### src/rtl/cu_pkg.sv
// cu_pkg: opcodes, ALUOp encodings, one-hot FSM states and per-opcode ALU decode
package cu_pkg;
  localparam logic [3:0] OP_R    = 4'b0000;
  localparam logic [3:0] OP_NOP  = 4'b0001;
  localparam logic [3:0] OP_BEQ  = 4'b0010;
  localparam logic [3:0] OP_BNE  = 4'b0011;
  localparam logic [3:0] OP_ADDI = 4'b0100;
  localparam logic [3:0] OP_SUBI = 4'b0101;
  localparam logic [3:0] OP_ANDI = 4'b0110;
  localparam logic [3:0] OP_LW   = 4'b1000;
  localparam logic [3:0] OP_SW   = 4'b1100;
  localparam logic [3:0] OP_HALT = 4'b1111;
  localparam logic [1:0] ALU_ADD   = 2'b00;
  localparam logic [1:0] ALU_SUB   = 2'b01;
  localparam logic [1:0] ALU_RTYPE = 2'b10;
  localparam logic [1:0] ALU_ITYPE = 2'b11;
  typedef enum logic [5:0] {
    S_FETCH  = 6'b000001,
    S_DECODE = 6'b000010,
    S_EXEC   = 6'b000100,
    S_MEM    = 6'b001000,
    S_WB     = 6'b010000,
    S_HALT   = 6'b100000
  } state_t;
  function automatic logic is_legal(input logic [3:0] op);
    return op inside {OP_R, OP_NOP, OP_BEQ, OP_BNE, OP_ADDI, OP_SUBI, OP_ANDI, OP_LW, OP_SW, OP_HALT};
  endfunction
  function automatic logic [1:0] alu_op(input logic [3:0] op);
    return (op == OP_R) ? ALU_RTYPE :
           (op == OP_BEQ || op == OP_BNE) ? ALU_SUB :
           (op == OP_SUBI || op == OP_ANDI) ? ALU_ITYPE : ALU_ADD;
  endfunction
  function automatic logic alu_src(input logic [3:0] op);
    return op inside {OP_ADDI, OP_SUBI, OP_ANDI, OP_LW, OP_SW};
  endfunction
endpackage

### src/rtl/cu_mem_timer.sv
// cu_mem_timer: counts MEM cycles; tc flags the LIMIT-th consecutive cycle
module cu_mem_timer #(
  parameter int unsigned LIMIT = 16
) (
  input  logic clk,
  input  logic rst_n,
  input  logic clear,
  input  logic enable,
  output logic tc
);
  logic [7:0] count;
  always_ff @(posedge clk or negedge rst_n)
    if (!rst_n) count <= '0;
    else if (clear) count <= '0;
    else if (enable) count <= count + 8'd1;
  assign tc = enable && (count == 8'(LIMIT - 1));
endmodule

### src/rtl/multicycle_control_unit.sv
// multicycle_control_unit: multi-cycle FSM driving the 16-bit datapath control lines
module multicycle_control_unit
  import cu_pkg::*;
#(
  parameter int unsigned MEM_TIMEOUT = 16,
  parameter int unsigned CNT_W       = 16
) (
  input  logic             Clock,
  input  logic             Reset_n,
  input  logic [3:0]       opcode,
  input  logic             MemReady,
  output logic             RegDst,
  output logic             ALUSrc,
  output logic [1:0]       ALUOp,
  output logic             MemRead,
  output logic             MemWrite,
  output logic             MemToReg,
  output logic             RegWrite,
  output logic             Branch,
  output logic             BranchNe,
  output logic             PCWrite,
  output logic             IRWrite,
  output logic             IllegalOp,
  output logic             MemError,
  output logic             Halted,
  output logic [CNT_W-1:0] InstrCount
);
  state_t state, state_nx;
  logic [3:0] op;
  logic run, tc, dec, exe, mem, wb, alu, is_lw, is_sw, is_br, nop_dec;
  // run holds FETCH outputs low until the first edge after reset release
  assign dec     = state == S_DECODE;
  assign exe     = state == S_EXEC;
  assign mem     = state == S_MEM;
  assign wb      = state == S_WB;
  assign alu     = exe || mem || wb;
  assign is_lw   = op == OP_LW;
  assign is_sw   = op == OP_SW;
  assign is_br   = op == OP_BEQ || op == OP_BNE;
  assign nop_dec = dec && (opcode == OP_NOP || !is_legal(opcode));
  cu_mem_timer #(.LIMIT(MEM_TIMEOUT)) u_timer (
    .clk(Clock), .rst_n(Reset_n), .clear(!mem), .enable(mem), .tc(tc)
  );
  always_comb begin
    state_nx = state;
    case (state)
      S_FETCH:  state_nx = run ? S_DECODE : S_FETCH;
      S_DECODE: state_nx = (opcode == OP_HALT) ? S_HALT : (nop_dec ? S_FETCH : S_EXEC);
      S_EXEC:   state_nx = is_br ? S_FETCH : ((is_lw || is_sw) ? S_MEM : S_WB);
      S_MEM:    state_nx = MemReady ? (is_lw ? S_WB : S_FETCH) : (tc ? S_HALT : S_MEM);
      S_WB:     state_nx = S_FETCH;
      default:  state_nx = state;
    endcase
  end
  always_ff @(posedge Clock or negedge Reset_n)
    if (!Reset_n) begin
      state      <= S_FETCH;
      op         <= OP_NOP;
      run        <= 1'b0;
      InstrCount <= '0;
      MemError   <= 1'b0;
    end else begin
      run   <= 1'b1;
      state <= state_nx;
      if (dec) op <= opcode;
      if (PCWrite) InstrCount <= InstrCount + CNT_W'(1);
      if (mem && !MemReady && tc) MemError <= 1'b1;
    end
  assign IRWrite   = run && state == S_FETCH;
  assign IllegalOp = dec && !is_legal(opcode);
  assign RegDst    = alu && op == OP_R;
  assign ALUSrc    = alu && alu_src(op);
  assign ALUOp     = alu ? alu_op(op) : ALU_ADD;
  assign MemRead   = mem && is_lw;
  assign MemWrite  = mem && is_sw;
  assign MemToReg  = wb && is_lw;
  assign RegWrite  = wb;
  assign Branch    = exe && op == OP_BEQ;
  assign BranchNe  = exe && op == OP_BNE;
  assign PCWrite   = nop_dec || (exe && is_br) || (mem && is_sw && MemReady) || wb;
  assign Halted    = state == S_HALT;
endmodule

### config.mk
export PLATFORM = sky130hd
export DESIGN_NAME = multicycle_control_unit
export DESIGN_NICKNAME = d
export VERILOG_FILES = /design/src/rtl/cu_pkg.sv /design/src/rtl/cu_mem_timer.sv /design/src/rtl/multicycle_control_unit.sv
export SDC_FILE = /design/constraint.sdc
export NUM_CORES = 1
export LEC_CHECK = 0
export CORE_MARGIN = 3
export CORE_UTILIZATION = 67
export CTS_CLUSTER_SIZE = 40
export DETAILED_ROUTE_END_ITERATION = 10
export DONT_BUFFER_PORTS = 1
export HOLD_SLACK_MARGIN = 0.1
export PLACE_DENSITY = 0.93
export REMOVE_ABC_BUFFERS = 1
export SYNTH_ARGS = -nofsm -noshare
export SYNTH_HDL_FRONTEND = slang
export SYNTH_SLANG_ARGS = --single-unit
### constraint.sdc
create_clock -name Clock -period 3.5 [get_ports Clock]
set_clock_uncertainty 0.2 [all_clocks]
set_input_delay 0.7 -clock Clock [delete_from_list [all_inputs] [get_ports Clock]]
set_output_delay 0.7 -clock Clock [all_outputs]
set_load 0.02 [all_outputs]
==> metrics list, run 1 <==
- Global router's overall resource usage: 0.247
* Most used routing layer: met2
- In the post-synthesis netlist, the cell with the most instances is sky130_fd_sc_hd__dfrtp_1.
- H-tree Lvls: 2
- Max Clock Freq: 0.317 GHz
- The setup path with the least slack is of type reg2out.
- Area Overhead vs Synth: 4.79%
* Kind of launch point of the worst setup path: register
- Synthesis produced 207 cells.
- For met3 alone, demand over resource in global routing was 0.0562.
* Post-synthesis instance area: 0.00196 mm^2
- CP Data Arrival Time: 2.25 ns
- Drt initial violations: 103
* Total length of routed wires: 4030 um
- Clock-pin slew reported for the worst setup and hold paths after clock tree synthesis: 0.09 ns
- Vias/cell: 6.49
- Yosys printed 0 warnings.
* Total CTS buffers: 5
* Die extent in y: 60.1 um
- Cell types with the highest counts after synthesis: sky130_fd_sc_hd__dfrtp_1, sky130_fd_sc_hd__nor2_1, sky130_fd_sc_hd__xor2_1
- Dominant cells by area after synthesis: sky130_fd_sc_hd__dfrtp_1, sky130_fd_sc_hd__xor2_1, sky130_fd_sc_hd__nor2_1
- Post-layout power: 1.53 mW
- In the final design database the tool counted 219 nets.
- Core Footprint: 0.00264 mm^2
- Setup crit end kind: primary output
- Setup violations remaining at the end of the flow were counted as 0.
- Power density normalized to cell area: 746 mW/mm^2
- Final Hold Viols: 0
- Number of violations of the max-capacitance limit: 0
* Ports placed on the boundary: 38
- Pre-CTS setup slack: 0.735 ns
- First drt pass iteration count: 5
- CP max FO: 15
- Post-CTS repair timing setup buffer count: 0
- The number of antenna diodes in the final layout is 0.
- The tree is rooted in a sky130_fd_sc_hd__clkbuf_4.
- TritonCTS clock tree: done
* Slack of the critical path: 0.346 ns
* Required time worst endpoint: 2.60 ns
- After synthesis the netlist holds a flip-flop and latch count of 36.
- Count of standard-cell rows: 18
- sky130_fd_sc_hd__dfrtp_1 takes more of the synthesized area than any other cell.
- In the routed design, unresolved DRC markers number 0.
- Final period util: 0.901
* First-pass GRT wire length: 6610 um
* Maximum number of pins on one net before global-route repair: 37
- In this run, synthesis inferred 0 flip-flops with an integrated enable.
* Status: complete, no violations
- Worst IR drop on VDD: 0.698 mV
- The congestion estimate from routability-driven global placement came to 0.974.
* Worst hold-check path type: in2reg
* Clk buf depth: 2
- For this run, the leading register cell type out of synthesis is sky130_fd_sc_hd__dfrtp_1.
- The die is 60.1 um wide.
- Detailed-route wire length per cell: 16.8 um
- Clock latency on the worst-skew pair, taken at its later pin, is 0.34 ns.
* Ys async rst share: 1.00
* Leakage power total: 0.830 nW
* Global routing met1 resource utilization: 0.290
- Met2 demand-to-capacity share in global routing: 0.415
- Layout fillers: 181
* Proportion of layout cells with a drive suffix above 1: 0.100
- Antenna violations before repair: 0
* Via count: 1557
- Final min period: 3.15 ns
- Port buffering added 0 buffers.
* Antenna Violating Nets Remaining: 0
* Via count of the first global-routing pass: 1490
* Final total negative setup slack: 0 ns
- The die covers 0.00361 mm^2.
- For this run, the register share of the synthesized area comes to 0.461.
- CTS saw 36 sinks.
- Pins over their slew limit: 0
- Initial core utilization: 0.744
- Of the post-synthesis cell area, the dominant cell type holds 0.434.
* Congestion Overflow GR: 0
* Setup repair after global routing missed its margin: false
- Post-synthesis average cell area: 9.47 um^2
- HPWL after detailed placement: 2870 um
- Counting distinct cell types in the post-synthesis netlist gives 44.
-- registers in the layout (all words and copies together) (netlist names) --
| name | flops |
|---|---|
| MemError | 1 |
| op | 4 |
| InstrCount | 16 |
| u_timer.count | 8 |
| run | 1 |
| state | 6 |
-- path summary, 6_finish.rpt --
| path | startpoint | endpoint | slack (ns) | depth (start not counted) |
|---|---|---|---|---|
| max | state[1] | PCWrite | 0.35 | 5 |
| min | opcode[0] | op[0] | 0.26 | 2 |
| max reg2reg | state[1] | InstrCount[1] | 0.91 | 6 |
| min reg2reg | u_timer.count[0] | u_timer.count[0] | 0.27 | 1 |
| max in group asynchronous | Reset_n | state[0] | 2.24 | 2 |
| min in group asynchronous | Reset_n | InstrCount[14] | 0.61 | 2 |
-- placed cells by master (no fill, tap or decap), types with 2 or more instances in the layout --
master and count:
sky130_fd_sc_hd__and2_1 2, sky130_fd_sc_hd__a21oi_1 4, sky130_fd_sc_hd__or2_2 2, sky130_fd_sc_hd__inv_1 7, sky130_fd_sc_hd__nor2_1 23, sky130_fd_sc_hd__ha_1 2, sky130_fd_sc_hd__nor3_1 3, sky130_fd_sc_hd__dfstp_2 2
sky130_fd_sc_hd__dfrtp_1 34, sky130_fd_sc_hd__or3_1 4, sky130_fd_sc_hd__o21ai_0 4, sky130_fd_sc_hd__buf_4 4, sky130_fd_sc_hd__and4b_1 3, sky130_fd_sc_hd__nand4_1 6, sky130_fd_sc_hd__a31oi_1 7, sky130_fd_sc_hd__xnor2_1 4
sky130_fd_sc_hd__a32o_1 2, sky130_fd_sc_hd__nand3_1 16, sky130_fd_sc_hd__and3_1 6, sky130_fd_sc_hd__clkbuf_4 5, sky130_fd_sc_hd__xor2_1 20, sky130_fd_sc_hd__a21o_1 2, sky130_fd_sc_hd__nand2_1 18, sky130_fd_sc_hd__nor4_1 2
sky130_fd_sc_hd__a311oi_1 7
-- kinds of logic (layout without fill, tap and decap cells) --
logic type	count (synthesis)	in the layout	synth area share
flip-flops	36	36	0.461
multiplexers	2	2	0.0109
XOR/XNOR	24	24	0.107
AO/OA/AOI/OAI	32	32	0.120
adder cells (fa/ha/maj)	2	2	0.0128
other	1	1	0.00191
AND/OR/NAND/NOR	93	93	0.247
buffers and inverters	17	20	0.0390
-- cell type report --
type,count,area (um^2),area share
Inverter,7,26.3,0.0128
Clock inverter,1,5.00,0.00244
Sequential cell,36,903,0.440
Tap cell,30,37.5,0.0183
Clock buffer,6,41.3,0.0201
Timing Repair Buffer,6,60.1,0.0293
Multi-Input combinational cell,154,980,0.477
-- what timing repair did --
action	4_1_cts	5_1_grt
hold buffers	2	0
gates resized for setup	0	0
endpoints found under the hold margin	36	0
-- stage by stage --
stage | instance area, um^2 | instances | hold WS (ns) | utilization
finish | 2050 | 240 | 0.259 | 0.779
global route | 2050 | 240 | 0.257 | 0.779
CTS | 2050 | 240 | 0.252 | 0.779
detailed placement | 1980 | 231 | 0.205 | 0.750
global placement | 1980 | 231 | 0.205 | 0.750
floorplan | 1910 | 197 | 0.204 | -
-- power breakdown --
part,internal (mW),switching (mW),total (mW)
Clock,0.0739,0.127,0.201
Combinational,0.202,0.281,0.483
Sequential,0.550,0.298,0.848
-- critical path, stage by stage (launching register included) --
cell and delay (ns):
sky130_fd_sc_hd__dfrtp_1 0.44, sky130_fd_sc_hd__nor2_1 0.26, sky130_fd_sc_hd__nand3_1 0.12, sky130_fd_sc_hd__buf_4 0.19, sky130_fd_sc_hd__or3_1 0.55, sky130_fd_sc_hd__nand3_1 0.35
-- metal layers --
layer,share of wire,routed length (um)
met5,0,0
met4,0.024,97
met3,0.066,264
met2,0.49,1990
met1,0.42,1670
Note: power is estimated with default switching activity, not from simulation.
==> run 2: changes to the inputs <==
--- a/config.mk
+++ b/config.mk
@@ -5,6 +5,7 @@
 export SDC_FILE = /design/constraint.sdc
 export NUM_CORES = 1
 export LEC_CHECK = 0
+export ABC_AREA = 1
 export CORE_MARGIN = 3
 export CORE_UTILIZATION = 67
 export CTS_CLUSTER_SIZE = 40
==> metrics list, run 2 <==
- Status: complete, no violations
- Maximum number of pins on one net before global-route repair: 37
- The via count of the first global-routing pass was 1867.
* Number of flip-flops under the largest register name: 16
- Most instantiated flip-flop cell in the synthesis netlist: sky130_fd_sc_hd__dfrtp_1
- Proportion of layout cells with a drive suffix above 1: 0.138
- The cell count after synthesis came out at 299.
- In the routed design, unresolved DRC markers number 0.
* Crit Path Category: reg2out
- The worst path needs 2.83 ns of the cycle, external delays included.
* H-tree Lvls: 2
* Area share of the leading cell type in the synthesized netlist: 0.375
* CP max FO: 17
- The clock net in this run drives a total of 36 sinks.
* First-pass GRT wire length: 8320 um
- Worst hold margin: 0.275 ns
* HPWL after detailed placement: 3420 um
- Setup repair after global routing left no endpoint under its margin.
- Sequential share of the synthesized area: 0.399
* Top library cells by usage in the layout, fill and taps aside: sky130_fd_sc_hd__nand2_1, sky130_fd_sc_hd__nor2_1, sky130_fd_sc_hd__inv_1
* Number of antenna cells inserted: 0
* Total length of routed wires: 4810 um
* Number of unique standard cell types used by synthesis: 29
- Most numerous cell in the Yosys netlist: sky130_fd_sc_hd__nand2_1
- Yosys attributes the largest share of cell area to sky130_fd_sc_hd__dfrtp_1, sky130_fd_sc_hd__nand2_1, sky130_fd_sc_hd__nand3_1.
- After clock tree synthesis, the clock-pin slew on the worst setup and hold paths is 0.11 ns.
* Area Overhead vs Synth: 5.08%
- For this design the static power due to leakage is 1.23 nW.
- Warning count from the yosys run: 0
- Tracing the worst setup path back leads to its startpoint at state[0].
- The first TritonRoute pass finished after 4 iterations.
- Post-place instance area: 0.00229 mm^2
* Post-synthesis average cell area: 7.58 um^2
- CP Data Arrival Time: 1.93 ns
* TritonCTS clock tree: done
* Core Footprint: 0.00313 mm^2
- Total CTS buffers: 5
- Global router's overall resource usage: 0.261
* Worst hold-check path type: reg2reg
* Final setup viols: 0
- The worst hold path begins at u_timer.count[0].
- Antenna violations before repair: 0
- Synthesis inferred 36 register bits.
- Final net count: 314
* Ports placed on the boundary: 38
* Width of the chip: 64.2 um
- The detailed router placed 1939 vias in this run.
* Top register by number of flip-flops: InstrCount
- Top cell type by total area after synthesis: sky130_fd_sc_hd__dfrtp_1
* Final total negative setup slack: 0 ns
- Count of standard-cell rows: 20
- Post-route standard cell area excluding fillers: 0.00238 mm^2
- Drt initial violations: 240
* Worst IR drop on VDD: 0.197 mV
- In the final layout, the registers with the most flip-flops are InstrCount (16), u_timer.count (8), state (6).
- Vias/cell: 5.56
* Pins over their slew limit: 0
- Max Clock Freq: 0.354 GHz
- Of the available clock period, the critical path in the final layout requires 0.808.
- Power spread over the standard cell area amounts to 290 mW/mm^2.
- Clock tree synthesis selected as its root buffer the cell sky130_fd_sc_hd__clkbuf_4.
* Number of flops mapped to enable cells by yosys: 0
- Ys async rst share: 1.00
- The die is 64.2 um tall.
- Max-cap violations in this run came to 0.
- Clock latency on the worst-skew pair, taken at its later pin, is 0.36 ns.
- Most common library cell in the layout ignoring fill and taps: sky130_fd_sc_hd__nand2_1
- Detailed-route wire length per cell: 13.8 um
- Post-CTS repair timing setup buffer count: 0
* Antenna Violating Nets Remaining: 0
- Number of port buffers: 0
* Kind of launch point of the worst setup path: register
* Post-synthesis instance area: 0.00227 mm^2
- The clock passes through at most 2 buffers.
- The congestion estimate from routability-driven global placement came to 0.826.
* Congestion Overflow GR: 0
* Crit Reg-Reg Startpoint: state[0]
- Fin util: 0.761
* Required time worst endpoint: 2.60 ns
* Cell types with the highest counts after synthesis: sky130_fd_sc_hd__nand2_1, sky130_fd_sc_hd__nor2_1, sky130_fd_sc_hd__inv_1
- The worst setup path is captured at a primary output.
- The die covers 0.00412 mm^2.
* Initial core utilization: 0.724
- Final Hold Viols: 0
==> run 2: cell types whose count changed after synthesis, moves of 7 or more <==
cell / delta
sky130_fd_sc_hd__inv_1: +31
sky130_fd_sc_hd__a31oi_1: -7
sky130_fd_sc_hd__o21ai_0: +8
sky130_fd_sc_hd__xor2_1: -14
sky130_fd_sc_hd__nand2_2: +14
sky130_fd_sc_hd__a311oi_1: -7
sky130_fd_sc_hd__nand2_1: +47
sky130_fd_sc_hd__nand3_1: +18
sky130_fd_sc_hd__nor2_1: +17
==> run 2: path summary, 6_finish.rpt <==
kind / end / slack [ns] / cells past startpoint
min in group asynchronous: InstrCount[9] / 0.58 / 2
worst max register to register: InstrCount[1] / 1.42 / 9
max in group asynchronous: op[0] / 2.27 / 2
worst min-delay path: u_timer.count[0] / 0.28 / 1
worst max-delay path: PCWrite / 0.67 / 7
worst min register to register: u_timer.count[0] / 0.28 / 1
==> run 2: final cells by class <==
| cell class | count | area (um^2) |
|---|---|---|
| repair buffers | 2 | 30.0 |
| multi-input cells | 221 | 1180 |
| well taps | 44 | 55.1 |
| clock buffers | 7 | 65.1 |
| inverters | 39 | 146 |
| flip-flops and latches | 36 | 903 |
| fillers | 219 | 747 |
==> run 2: timing repair <==
| item | 4_1_cts | 5_1_grt |
|---|---|---|
| resized for setup | 0 | 0 |
| hold buffers | 2 | 0 |
| setup endpoints to repair | 0 | 0 |
| hold endpoints to repair | 36 | 0 |
==> run 2: where the power goes <==
part | switching (mW) | internal, mW | leakage, nW
Sequential | 0.000246 | 0.416 | 0.452
Clock | 0.143 | 0.114 | 0.0374
Combinational | 0.0120 | 0.00495 | 0.738
Total | 0.155 | 0.535 | 1.23
==> run 2: stage by stage <==
stage / setup slack (ns) / instances / total power [mW]
6_report: 0.673 / 349 / 0.691
2_1_floorplan: 1.23 / 296 / 0.430
3_5_place_dp: 1.08 / 340 / 0.431
5_1_grt: 0.539 / 349 / 0.718
4_1_cts: 0.692 / 349 / 0.691
3_3_place_gp: 1.12 / 340 / 0.430
==> run 2: kinds of logic after synthesis <==
kind of cell               after synthesis  synth area share
DFF                                     36             0.399
buffers and inverters                   42            0.0801
other                                    1           0.00165
adders and majority gates                2            0.0110
AOI/OAI and AO/OA                       22            0.0519
and+or+nand+nor                        186             0.418
xor gates and xnor gates                10            0.0387
==> run 2: worst max-delay path: stages (launching register included) <==
cell and delay, ns:
sky130_fd_sc_hd__dfstp_2 0.60, sky130_fd_sc_hd__nor2_4 0.09, sky130_fd_sc_hd__nand2_4 0.08, sky130_fd_sc_hd__nor2_4 0.05, sky130_fd_sc_hd__nand2_4 0.08, sky130_fd_sc_hd__nand2_4 0.05
sky130_fd_sc_hd__nor2_4 0.35, sky130_fd_sc_hd__nand2_4 0.28
==> run 2: metal layers <==
metal	vias to the layer above	wire (um)	GRT usage
met5	-	0	0
met4	0	119	0.124
met3	14	303	0.0738
met2	69	2300	0.410
met1	891	2090	0.331
li1	965	-	-
==> run 3: changes to the inputs <==
--- a/config.mk
+++ b/config.mk
@@ -7,12 +7,12 @@
 export LEC_CHECK = 0
 export ABC_AREA = 1
 export CORE_MARGIN = 3
-export CORE_UTILIZATION = 67
+export CORE_UTILIZATION = 63
 export CTS_CLUSTER_SIZE = 40
 export DETAILED_ROUTE_END_ITERATION = 10
 export DONT_BUFFER_PORTS = 1
 export HOLD_SLACK_MARGIN = 0.1
-export PLACE_DENSITY = 0.93
+export PLACE_DENSITY = 0.89
 export REMOVE_ABC_BUFFERS = 1
 export SYNTH_ARGS = -nofsm -noshare
 export SYNTH_HDL_FRONTEND = slang
==> constraint.sdc (replaced) <==
create_clock -name Clock -period 2.9 [get_ports Clock]
set_clock_uncertainty 0.2 [all_clocks]
set_input_delay 0.58 -clock Clock [delete_from_list [all_inputs] [get_ports Clock]]
set_output_delay 0.58 -clock Clock [all_outputs]
set_load 0.02 [all_outputs]
==> metrics list, run 3 (synthesized netlist as in run 2, its figures left out) <==
* Status: complete, no violations
- In the global route stage, met1 resource usage came out at 0.291.
- Number of violations of the max-capacitance limit: 0
- The detailed router placed 1912 vias in this run.
- Final period util: 0.941
- Setup violations remaining at the end of the flow were counted as 0.
* Clock root buffer master: sky130_fd_sc_hd__clkbuf_4
- In the final timing run, aggregate negative setup slack is 0 ns.
* Ports placed on the boundary: 38
- After layout, the design draws a total of 775 uW.
- Global router's overall resource usage: 0.232
* Width of the chip: 66.0 um
- Drt initial violations: 222
- Core Footprint: 0.00339 mm^2
- Once detail routing completed, the nets flagged for antenna violations numbered 0.
- The via count of the first global-routing pass was 1744.
- For this configuration, the core starts out at a cell density of 0.669.
- Depth of the worst register-to-register path: 9
- In this run the static leakage power is 1.22 nW.
- DIE AREA: 0.00435 mm^2
- In this run the power density over the cells is 328 mW/mm^2.
* Proportion of layout cells with a drive suffix above 1: 0.134
* Top library cells by usage in the layout, fill and taps aside: sky130_fd_sc_hd__nand2_1, sky130_fd_sc_hd__nor2_1, sky130_fd_sc_hd__inv_1
- The worst hold path belongs to the class in2reg.
- Hold path depth: 2
- Number of hold-repair buffers added at the cts stage: 2
- Post-CTS repair timing setup buffer count: 0
- For this block, the routed nets add up to 4660 um of wire.
- The register with the most flip-flops in the layout has 16 of them.
- Routability-driven placement finished with a final weighted congestion of 0.888.
- Max Clock Freq: 0.366 GHz
* HPWL after detailed placement: 3410 um
- TritonCTS clock tree: done
- Registers with the most flip-flops: InstrCount (16), u_timer.count (8), state (6)
- H-tree Lvls: 2
- Clk buf depth: 2
- The global routing stage identified its most utilized layer as met2.
- Maximum number of pins on one net before global-route repair: 37
- Count of instances resized after the clock tree is built: 0
* CP max FO: 17
- The die is 66.0 um tall.
- Final Hold Viols: 0
- The number of pins exceeding their max-slew limit in the final report was 0.
- Clock latency on the worst-skew pair, taken at its later pin, is 0.35 ns.
- CP Data Arrival Time: 1.95 ns
- The count of buffers added on input and output ports is 0.
- Antenna violations before repair: 0
- The library cell used most frequently in the layout, excluding fill and tap cells, is sky130_fd_sc_hd__nand2_1.
- Crit Path Category: reg2out
* Final net count: 314
* Detailed-route wire length per cell: 13.3 um
- Setup repair after global routing left no endpoint under its margin.
* Required time worst endpoint: 2.12 ns
- Vias/cell: 5.45
- After global routing the overflow that remains totals 0.
- Across the VDD grid, the largest voltage drop is 0.250 mV.
- For this run, global-route usage on met2 was measured as 0.379.
- The worst setup path is captured at a primary output.
- First drt pass iteration count: 4
- For the finished layout, the period the worst path requires is 2.73 ns.
- In this run the core area contains 21 standard-cell rows.
* Post-detailed-route DRC marker count: 0
- After clock tree synthesis, the clock-pin slew on the worst setup and hold paths is 0.09 ns.
- STA classifies the critical path startpoint as a register.
- Top register by number of flip-flops: InstrCount
- Total CTS buffers: 5
- First-pass GRT wire length: 7740 um
* # clock sinks: 36
- Relative to the synthesized area, the layout overhead comes to 4.36%.
* GRT met3 Usage: 0.0697
- Number of antenna cells inserted: 0
[run 3: final timing paths]
| check | start | to | slack, ns |
|---|---|---|---|
| min | opcode[0] | op[0] | 0.15 |
| min reg2reg | u_timer.count[0] | u_timer.count[0] | 0.26 |
| max | state[0] | PCWrite | 0.17 |
| max in group asynchronous | Reset_n | state[0] | 1.77 |
| max reg2reg | state[0] | InstrCount[1] | 0.80 |
| min in group asynchronous | Reset_n | MemError | 0.47 |
[run 3: area by class of cell]
type / count / area, um^2
Tap cell: 46 / 57.6
Clock buffer: 6 / 41.3
Inverter: 39 / 146
Fill cell: 268 / 1020
Sequential cell: 36 / 903
Multi-Input combinational cell: 221 / 1180
Clock inverter: 1 / 5.00
Timing Repair Buffer: 2 / 30.0
[run 3: metrics by stage]
step / hold slack, ns / worst slack, ns / std cells / utilization / instance area, um^2
detailed placement: 0.0855 / 0.569 / 342 / 0.675 / 2290
CTS: 0.133 / 0.176 / 351 / 0.698 / 2360
global route: 0.128 / 0.0270 / 351 / 0.698 / 2360
global placement: 0.0858 / 0.612 / 342 / 0.675 / 2290
floorplan: 0.0844 / 0.772 / 296 / - / 2230
finish: 0.149 / 0.171 / 351 / 0.698 / 2360
[run 3: routing by layer]
layer  vias up  wire length, um  share of wire
li1        964                -              -
met1       880             2040           0.44
met2        61             2230           0.48
met3         7              330          0.071
met4         0               59          0.013
met5         -                0              0
[run 3: critical path, stage by stage (launching register included)]
cell,delay (ns)
sky130_fd_sc_hd__dfstp_2,0.60
sky130_fd_sc_hd__nor2_4,0.09
sky130_fd_sc_hd__nand2_4,0.08
sky130_fd_sc_hd__nor2_4,0.05
sky130_fd_sc_hd__nand2_4,0.08
sky130_fd_sc_hd__nand2_4,0.05
sky130_fd_sc_hd__nor2_4,0.37
sky130_fd_sc_hd__nand2_4,0.28
[run 3: where the power goes]
part | switching, mW | internal, mW | leakage [nW]
sequential | 0.000339 | 0.503 | 0.452
combinational | 0.0149 | 0.00597 | 0.738
clock | 0.162 | 0.0892 | 0.0281
